## src/rtl/mem_access.sv

```systemverilog
`default_nettype none
// ============================================================================
//  Module   : mem_access
//  Purpose  : Memory-access stage of the RV32I pipeline. It latches the
//             executed instruction and performs byte, halfword and word
//             loads and stores over a data-memory bus that allows one
//             request in flight at a time. Load data is sign- or
//             zero-extended. The stage result feeds writeback and the
//             M-forwarding path.
//  Revision : 1.0  initial release
// ----------------------------------------------------------------------------
//  Parameters
//    ACK_TIMEOUT   cycles spent in REQ without DMEM_ACK before the access
//                  is aborted (1..65535)
//  Ports
//    CLK, RST                 clock, synchronous active-low reset
//    STALL, FLUSH             stage-latch hold / bubble insert (STALL wins)
//    A_PC, A_INST, A_VALID    executed instruction bundle from execute
//    A_REG_D, A_REG_D_V       destination register and ALU result / address
//    A_STORE_DATA             forwarded rs2 value for stores
//    DMEM_REQ/WE/ADDR/STRB/WDATA   data-memory request (held until done)
//    DMEM_ACK, DMEM_RDATA     one-cycle completion pulse and read data
//    M_BUSY                   access in flight (OR-ed into STALL upstream)
//    M_PC, M_INST, M_VALID    latched instruction; valid only when idle
//    M_REG_D, M_REG_D_V       writeback destination and value
//    M_MISALIGN, M_BUS_ERR    fault flags for the latched instruction
// ============================================================================
module mem_access #(
    parameter int unsigned ACK_TIMEOUT = 255
) (
    input  logic        CLK,
    input  logic        RST,
    input  logic        STALL,
    input  logic        FLUSH,
    input  logic [31:0] A_PC,
    input  logic [31:0] A_INST,
    input  logic        A_VALID,
    input  logic [4:0]  A_REG_D,
    input  logic [31:0] A_REG_D_V,
    input  logic [31:0] A_STORE_DATA,
    output logic        DMEM_REQ,
    output logic        DMEM_WE,
    output logic [31:0] DMEM_ADDR,
    output logic [3:0]  DMEM_STRB,
    output logic [31:0] DMEM_WDATA,
    input  logic        DMEM_ACK,
    input  logic [31:0] DMEM_RDATA,
    output logic        M_BUSY,
    output logic [31:0] M_PC,
    output logic [31:0] M_INST,
    output logic        M_VALID,
    output logic [4:0]  M_REG_D,
    output logic [31:0] M_REG_D_V,
    output logic        M_MISALIGN,
    output logic        M_BUS_ERR
);

    localparam logic [6:0]  OP_LOAD      = 7'b0000011;
    localparam logic [6:0]  OP_STORE     = 7'b0100011;
    localparam logic [6:0]  OP_BRANCH    = 7'b1100011;
    // Counter value seen in the last permitted REQ cycle.
    localparam logic [15:0] TIMEOUT_LAST = 16'(ACK_TIMEOUT - 1);

    typedef enum logic [1:0] {
        ST_IDLE = 2'd0,
        ST_REQ  = 2'd1,
        ST_DONE = 2'd2
    } state_t;

    // funct3[1:0] encodes access size: 00 byte, 01 halfword, 1x word.
    function automatic logic is_aligned(input logic [1:0] size,
                                        input logic [1:0] addr);
        case (size)
            2'b00:   return 1'b1;
            2'b01:   return ~addr[0];
            default: return (addr == 2'b00);
        endcase
    endfunction

    // ------------------------------------------------------------------
    // Stage latch and FSM state
    // ------------------------------------------------------------------
    logic [31:0] pc_q;
    logic [31:0] inst_q;
    logic [31:0] alu_q;
    logic [31:0] sdata_q;
    logic [31:0] rdata_q;
    logic [4:0]  rd_q;
    logic        valid_q;

    state_t      state;
    state_t      state_next;
    logic [15:0] cnt;
    logic [15:0] cnt_next;
    logic        bus_err;
    logic        bus_err_next;
    logic        rdata_load;

    logic        busy;
    logic        capture;
    logic        in_mem_ok;

    assign busy    = (state == ST_REQ);
    // The stage also holds itself while busy, so a hazard unit that is
    // late to reflect M_BUSY into STALL cannot overwrite an in-flight op.
    assign capture = !STALL && !busy;

    // Incoming bundle is a well-formed memory op that needs the bus.
    assign in_mem_ok = A_VALID
                    && ((A_INST[6:0] == OP_LOAD) || (A_INST[6:0] == OP_STORE))
                    && is_aligned(A_INST[13:12], A_REG_D_V[1:0]);

    always_ff @(posedge CLK) begin
        if (!RST) begin
            pc_q    <= 32'h0;
            inst_q  <= 32'h0;
            alu_q   <= 32'h0;
            sdata_q <= 32'h0;
            rd_q    <= 5'h0;
            valid_q <= 1'b0;
        end else if (capture) begin
            if (FLUSH) begin
                pc_q    <= 32'h0;
                inst_q  <= 32'h0;
                alu_q   <= 32'h0;
                sdata_q <= 32'h0;
                rd_q    <= 5'h0;
                valid_q <= 1'b0;
            end else begin
                pc_q    <= A_PC;
                inst_q  <= A_INST;
                alu_q   <= A_REG_D_V;
                sdata_q <= A_STORE_DATA;
                rd_q    <= A_REG_D;
                valid_q <= A_VALID;
            end
        end
    end

    always_ff @(posedge CLK) begin
        if (!RST) begin
            state   <= ST_IDLE;
            cnt     <= 16'h0;
            bus_err <= 1'b0;
            rdata_q <= 32'h0;
        end else begin
            state   <= state_next;
            cnt     <= cnt_next;
            bus_err <= bus_err_next;
            if (rdata_load) begin
                rdata_q <= DMEM_RDATA;
            end
        end
    end

    always_comb begin
        state_next   = state;
        cnt_next     = cnt;
        bus_err_next = bus_err;
        rdata_load   = 1'b0;
        case (state)
            ST_REQ: begin
                // ACK takes priority over a timeout landing on the same edge.
                if (DMEM_ACK) begin
                    state_next = ST_DONE;
                    rdata_load = 1'b1;
                end else if (cnt == TIMEOUT_LAST) begin
                    state_next   = ST_DONE;
                    bus_err_next = 1'b1;
                end else begin
                    cnt_next = cnt + 16'd1;
                end
            end
            default: begin
                // IDLE and DONE ignore ACK; they only move on a capture edge.
                if (capture) begin
                    cnt_next     = 16'h0;
                    bus_err_next = 1'b0;
                    state_next   = (!FLUSH && in_mem_ok) ? ST_REQ : ST_IDLE;
                end
            end
        endcase
    end

    // ------------------------------------------------------------------
    // Decode of the latched instruction
    // ------------------------------------------------------------------
    logic [6:0]  op_q;
    logic [2:0]  f3_q;
    logic        is_load;
    logic        is_store;
    logic        is_branch;
    logic        misalign;

    assign op_q      = inst_q[6:0];
    assign f3_q      = inst_q[14:12];
    assign is_load   = (op_q == OP_LOAD);
    assign is_store  = (op_q == OP_STORE);
    assign is_branch = (op_q == OP_BRANCH);
    assign misalign  = valid_q && (is_load || is_store)
                    && !is_aligned(f3_q[1:0], alu_q[1:0]);

    // Load lane selection and extension.
    logic [7:0]  ld_byte;
    logic [15:0] ld_half;
    logic [31:0] load_val;

    always_comb begin
        ld_byte  = 8'h00;
        ld_half  = 16'h0000;
        load_val = rdata_q;
        case (alu_q[1:0])
            2'b00:   ld_byte = rdata_q[7:0];
            2'b01:   ld_byte = rdata_q[15:8];
            2'b10:   ld_byte = rdata_q[23:16];
            default: ld_byte = rdata_q[31:24];
        endcase
        ld_half = alu_q[1] ? rdata_q[31:16] : rdata_q[15:0];
        case (f3_q)
            3'b000:  load_val = {{24{ld_byte[7]}}, ld_byte};
            3'b001:  load_val = {{16{ld_half[15]}}, ld_half};
            3'b100:  load_val = {24'h0, ld_byte};
            3'b101:  load_val = {16'h0, ld_half};
            default: load_val = rdata_q;
        endcase
    end

    // Store byte enables and lane-replicated write data.
    logic [3:0]  st_strb;
    logic [31:0] st_wdata;

    always_comb begin
        st_strb  = 4'b1111;
        st_wdata = sdata_q;
        case (f3_q[1:0])
            2'b00: begin
                st_strb  = 4'b0001 << alu_q[1:0];
                st_wdata = {4{sdata_q[7:0]}};
            end
            2'b01: begin
                st_strb  = alu_q[1] ? 4'b1100 : 4'b0011;
                st_wdata = {2{sdata_q[15:0]}};
            end
            default: begin
                st_strb  = 4'b1111;
                st_wdata = sdata_q;
            end
        endcase
    end

    // ------------------------------------------------------------------
    // Outputs
    // ------------------------------------------------------------------
    always_comb begin
        // Bus fields are zero outside REQ so reset leaves every output 0.
        DMEM_REQ   = busy;
        DMEM_WE    = busy && is_store;
        DMEM_ADDR  = busy ? {alu_q[31:2], 2'b00} : 32'h0;
        DMEM_STRB  = busy ? (is_store ? st_strb : 4'b1111) : 4'b0000;
        DMEM_WDATA = (busy && is_store) ? st_wdata : 32'h0;

        M_BUSY     = busy;
        M_PC       = pc_q;
        M_INST     = inst_q;
        M_VALID    = valid_q && !busy;
        M_MISALIGN = misalign;
        M_BUS_ERR  = bus_err;

        // Faulted accesses, stores and branches never write a register.
        if (is_store || is_branch || misalign || bus_err) begin
            M_REG_D = 5'h0;
        end else begin
            M_REG_D = rd_q;
        end

        if (misalign || bus_err) begin
            M_REG_D_V = 32'h0;
        end else if (is_load) begin
            M_REG_D_V = load_val;
        end else begin
            M_REG_D_V = alu_q;
        end
    end

endmodule
`default_nettype wire

```

## config.mk

```make
export PLATFORM = sky130hd
export DESIGN_NAME = mem_access
export DESIGN_NICKNAME = d
export VERILOG_FILES = /design/src/rtl/mem_access.sv
export SDC_FILE = /design/constraint.sdc
export NUM_CORES = 1
export LEC_CHECK = 0
export CORE_ASPECT_RATIO = 0.9
export CORE_MARGIN = 5
export CORE_UTILIZATION = 45
export DETAILED_ROUTE_END_ITERATION = 16
export GPL_ROUTABILITY_DRIVEN = 1
export HOLD_SLACK_MARGIN = 0.15
export PLACE_DENSITY_LB_ADDON = 0.3
export SLEW_MARGIN = 10
export SYNTH_ARGS = -nofsm -noshare
export SYNTH_HDL_FRONTEND = slang
export SYNTH_SLANG_ARGS = --single-unit
```

## constraint.sdc

```tcl
create_clock -name CLK -period 4.1 [get_ports CLK]
set_input_delay 0.82 -clock CLK [delete_from_list [all_inputs] [get_ports CLK]]
set_output_delay 0.82 -clock CLK [all_outputs]
set_load 0.01 [all_outputs]
```

### After elaboration in Yosys (flattened, before gate mapping)

Cells that the tools add are included.

| word-level totals | value |
|---|---|
| register bits | 185 |
| bits of input ports | 171 |
| output and inout bits | 175 |
| logic and storage cells | 95 |

| operators by class | value |
|---|---|
| $add $sub $neg | 1 |
| equal/unequal tests | 18 |
| shift-type cells | 1 |
| multiplexer cells | 36 |
| bitwise gates (word level) | 2 |
| reductions and logical operators | 27 |

Operators by type and width:

| operator | number |
|---|---|
| two-way mux 32 bit | 8 |
| case mux 32 bit (4 select lines) | 1 |
| two-way mux 16 bit | 5 |
| case mux 32 bit (2 select lines) | 1 |
| case mux 8 bit (3 select lines) | 1 |
| adder 16 x 1 -> 16 bit, second input constant | 1 |
| equality test 16 x 8 -> 1 bit, second input constant | 1 |
| equality test 7 x 2 -> 1 bit, second input constant | 2 |
| equality test 7 x 6 -> 1 bit, second input constant | 2 |
| two-way mux 4 bit | 3 |
| two-way mux 5 bit | 2 |
| equality test 2 x 1 -> 1 bit, second input constant | 4 |
| logical AND 1 bit | 8 |
| logical NOT 2 bit | 4 |
| two-way mux 1 bit | 8 |
| two-way mux 2 bit | 4 |
| case mux 4 bit (2 select lines) | 1 |
| equality test 7 bit, second input constant | 1 |
| equality test 3 bit, second input constant | 2 |
| logical OR 1 bit | 6 |
| AND reduction 3 bit | 2 |
| logical NOT 1 bit | 4 |
| inequality test 2 bit, second input constant | 2 |
| case mux 1 bit (2 select lines) | 2 |
| 9 further kinds | 10 |

### Logic depth before layout (Yosys ltp)

| logic depth | value |
|---|---|
| word-level depth | 8 |
| depth in mapped cells | 8 |
| mapped depth without buffers | 7 |

### Worst setup path after synthesis

No wires, ideal clock.

| timing path | value |
|---|---|
| kind | reg2out |
| start | reg alu_q[0] |
| end | out M_REG_D_V[0] |
| data arrival time | 1644 ps |
| required time | 3280 ps |
| path slack | 1636 ps |
| cell stages (with the launch flop) | 9 |
| path buffers | 3 |
| cell sequence | dfxtp_1 > buf_6 > o211ai_2 > nand2_1 > and2_1 > or2_1 > buf_2 > buf_6 > a211oi_1 |

| between the ends | value |
|---|---|
| longest elaborated chain between the ends | 6 |
| elaborated cells on any way between the ends | 12 |
| classes of those cells | 2 x eq/ne; 5 x mux; 1 x bitwise; 4 x reduce/logical |

RTL lines:

| element | RTL line | source |
|---|---|---|
| start, declared | 85 | `logic [31:0] alu_q;` |
| start signal, assigned | 117 | `alu_q <= 32'h0;` |
| start signal, assigned | 125 | `alu_q <= 32'h0;` |
| start signal, assigned | 132 | `alu_q <= A_REG_D_V;` |
| logical NOT 2 bit / inverter 1 bit (equally long branches) | 76, 75 |  |
| case mux 1 bit (2 select lines) (*) | 73 | `case (size)` |
| logical NOT 1 bit (*) | 201 | `&& !is_aligned(f3_q[1:0], alu_q[1:0]);` |
| logical AND 1 bit (*) | 201 |  |
| net M_MISALIGN | 54 | `output logic M_MISALIGN,` |
| logical OR 1 bit (*) | 276 | `if (misalign \|\| bus_err) begin` |
| two-way mux 32 bit (*) | 276 |  |
| end, declared | 53 | `output logic [31:0] M_REG_D_V,` |

The timed path passes the listed nets; every way through them passes the cells marked *.

### Final worst setup path

| timing path | value |
|---|---|
| start | reg inst_q[13] (netlist: M_INST[13]) |
| end | out M_REG_D_V[10] |

| between the ends | value |
|---|---|
| longest elaborated chain between the ends | 6 |
| elaborated cells on any way between the ends | 13 |
| classes of those cells | 4 x eq/ne; 4 x mux; 5 x reduce/logical |

RTL lines:

| element | RTL line | source |
|---|---|---|
| start, declared | 84 | `logic [31:0] inst_q;` |
| start signal, assigned | 116 | `inst_q <= 32'h0;` |
| start signal, assigned | 124 | `inst_q <= 32'h0;` |
| start signal, assigned | 131 | `inst_q <= A_INST;` |
| equality test 2 x 1 -> 1 bit / logical NOT 2 bit (equally long branches) | 73 |  |
| case mux 1 bit (2 select lines) | 73 |  |
| logical NOT 1 bit | 201 |  |
| logical AND 1 bit | 201 |  |
| logical OR 1 bit | 276 |  |
| two-way mux 32 bit (*) | 276 |  |

Mark *: on every way between the ends. The rest lies on a longest branch, timed or not.

==> metrics <==
Root Driver=clkbuf_16; r2r setup slk=1.33 ns; Power Density=334.4 mW/mm^2; row cnt=46; Final min period=3.875 ns; routed wire length=28,930 um; outcome=completed; Yosys reg bits=185; synth unique cells=62; Reg-to-Reg End=sdata_q[12]; layout cells sized above 1=5.712%; fin crit share=94.52%; largest net degree at the start of global routing=92; Bufs and invs on worst path=3; mapped cell area=0.008128 mm^2; nets@finish=1,403; DP HPWL=21,130 um; Synth Instances=930; syn_area_per_cell=8.740 um^2; final global-route overflow total=0; Vias=8,130; CTS Buf Count=17; min-delay worst type=register to register; hold_sp=rdata_q[5]; antenna cells=0; placed cells=1,451; crit path capture type=output pin; global-route wire length before repair=42,600 um; CP max stage cell=dfxtp_2; critical path peak fanout=47; leakage=0.004430 uW; Post-Layout Cell Count=1,483; Most common cell on crit path=buf_4; post-DR vias/cell=5.482; worst endpoint data arrival time=3.06 ns; Req. time, crit path=3.28 ns; Hold Worst Slack=0.4638 ns; hold buffer count at cts=0; vias in the first global route=7,654; Sink Count=185; Worst setup startpoint=M_INST[13]; slowest stage delay, CP=0.59 ns; MaxCap Viol Count=0; worst hold path depth=2; Sum Neg Setup Slack=0 ns; clock latency on the worst-skew pair=0.43 ns; max-slew violation count=0; initial antenna violation count=1; Starting Density=46.00%; Die Y=137.5 um; RSZ-0062 raised after global routing=no; Die Wd=151.7 um; CP Launch Type=register; Seq/Total Area, Yosys=45.57%; Core Box Area=0.01767 mm^2; DR iter-0 viols=535; hold violation total from the final report=0; family with the most delay on the worst path=buffers and inverters; Most used DFF post-synth=dfxtp_1; GP Congestion=0.8832; deepest clock path buffer count=2; Fill cells=1,429; Fmax=258.0 MHz; headroom to the max-slew limit=36.43%; htree depth=4; Clk pin slew, worst setup/hold paths=0.07 ns; post-route core utilization=69.30%; number of iterations in the first detailed-routing pass=6; Hold EP=rdata_q[5]; antenna viol nets, final=0; Crit Path Class=register to output pin; Clock Skews=0.01111 ns; worst r2r path cells=7; Worst-Margin Slew=0.9513 ns; worst vdd ir=0.2602 mV; Total GRT Usage=26.36%; Die ar.=0.02085 mm^2; asr flop ratio synth=0%; I/O Buffers=343; Ys Warns=0; Post-synth EDFFs=0; cells along the critical path=buf_4 > nor2b_1 > buf_4 > a21o_1 > a221oi_1 > nor3_1 > clkdlybuf4s50_1; RR Startpoint=state[1]; endpoints failing setup=0; DRC Markers=0; I/O pins=346; CTS tree=built; drt wl/cell=19.51 um; Post-CTS Setup Bufs=0; synth-to-layout area growth=50.66%
[cells by family (layout without fill, tap and decap cells)]
family / count (synthesis) / in the layout / synth area share (%)
flip-flops: 185 / 185 / 45.57
other: 1 / 2 / 0.04614
multiplexers: 20 / 20 / 2.648
AO/OA/AOI/OAI: 280 / 280 / 25.00
adder cells (fa/ha/maj): 2 / 2 / 0.3078
XOR/XNOR: 14 / 14 / 1.509
AND/OR/NAND/NOR: 331 / 331 / 19.44
buffers and inverters: 97 / 409 / 5.480
[worst min-delay path, stage by stage, from the launching register on]
cell and delay (ns):
dfxtp_1 0.31, nand2_1 0.05, a21oi_1 0.05
[report_power, final]
part | internal (uW) | switching (uW) | total (uW)
Clock | 813 | 802 | 1620
Sequential | 1860 | 57.0 | 1920
Combinational | 321 | 238 | 559
[sequential cells by signal (all words and copies together), names as in the netlist]
signal     flops
M_INST        32
M_PC          32
alu_q         32
rdata_q       32
sdata_q       32
cnt           16
rd_q           5
state          2
M_BUS_ERR      1
valid_q        1
[per-stage QoR]
step / setup slack (ns) / cell area (um^2) / total power [uW]
2_1_floorplan: 1.636 / 8132 / 2178
3_3_place_gp: 0.7450 / 11660 / 2507
3_5_place_dp: 0.5698 / 11660 / 2515
4_1_cts: 0.1049 / 12250 / 4122
5_1_grt: 0.02272 / 12250 / 4253
6_report: 0.2246 / 12250 / 4095
[final cells by class]
type	count	area (um^2)	area share (%)
multi-input cells	649	4006	32.72
flip-flops and latches	185	3705	30.25
repair buffers	361	3593	29.35
clock buffers	17	425.4	3.474
well taps	240	300.3	2.452
clock inverters	15	155.1	1.267
inverters	16	60.06	0.4904
[cell usage in the layout, fill, tap and decap left out, types with 3 or more instances in the layout]
cell,count
a221oi_1,7
nand3_1,24
inv_8,5
clkdlybuf4s50_1,343
clkinv_4,3
nand2b_1,23
inv_1,15
and2_1,40
xor2_1,7
a22oi_1,3
a2bb2oi_1,5
buf_4,16
o21ai_0,15
nor2b_1,3
a21o_1,3
mux2i_1,17
xnor2_1,7
clkbuf_16,17
clkinvlp_4,3
nor3_1,11
o211ai_1,3
a21oi_1,86
a211oi_1,13
nand2_1,135
dfxtp_1,184
nand3b_1,5
nor2_1,66
nand4_1,4
a22o_1,125
or2_2,3
a31oi_1,6
[cell usage after synthesis, drive strengths merged, types with 2 or more instances]
library cell / n / area, um^2
dfxtp: 185 / 3704
nand2: 135 / 506.7
a22o: 125 / 1095
a21oi: 87 / 439.2
nor2: 68 / 260.3
buf: 43 / 242.7
and2: 40 / 250.2
clkbuf: 38 / 142.6
nand3: 24 / 120.1
nand2b: 23 / 143.9
o21ai: 18 / 90.09
mux2i: 17 / 170.2
inv: 15 / 56.30
a211oi: 13 / 97.59
nor3: 11 / 55.05
a221oi: 7 / 61.31
xnor2: 7 / 61.31
xor2: 7 / 61.31
a2bb2oi: 6 / 58.80
a31oi: 6 / 37.54
nand3b: 5 / 37.54
nand4: 4 / 25.02
o211ai: 4 / 35.03
a21o: 3 / 22.52
a22oi: 3 / 22.52
and3: 3 / 20.02
nor2b: 3 / 18.77
nor4: 3 / 40.04
or2: 3 / 18.77
ha: 2 / 25.02
mux2: 2 / 22.52
o311ai: 2 / 17.52
or3: 2 / 17.52
[per-layer routing]
layer / part of all wire (%) / GRT usage (%) / vias up / routed length [um]
met5: 0.045 / 0 / - / 13
met4: 2.5 / 8.483 / 2 / 733
met3: 9.8 / 7.961 / 47 / 2824
met2: 47 / 42.69 / 380 / 13690
met1: 40 / 33.76 / 3814 / 11670
li1: - / - / 3887 / -
[worst max path at each step]
| stage | endpoint | cells after the start |
|---|---|---|
| finish | M_REG_D_V[10] | 7 |
| global route | M_REG_D_V[14] | 7 |
| CTS | M_REG_D_V[10] | 7 |
| detailed placement | M_REG_D_V[10] | 7 |
| global placement | M_REG_D_V[10] | 7 |
| floorplan | M_REG_D_V[0] | 8 |
[repair_timing]
| action | CTS | global route |
|---|---|---|
| endpoints found under the hold margin | 0 | 0 |
| setup endpoints to repair | 0 | 19 |
| gates resized for setup | 0 | 1 |
No activity file was read; power rests on OpenSTA's default activity.
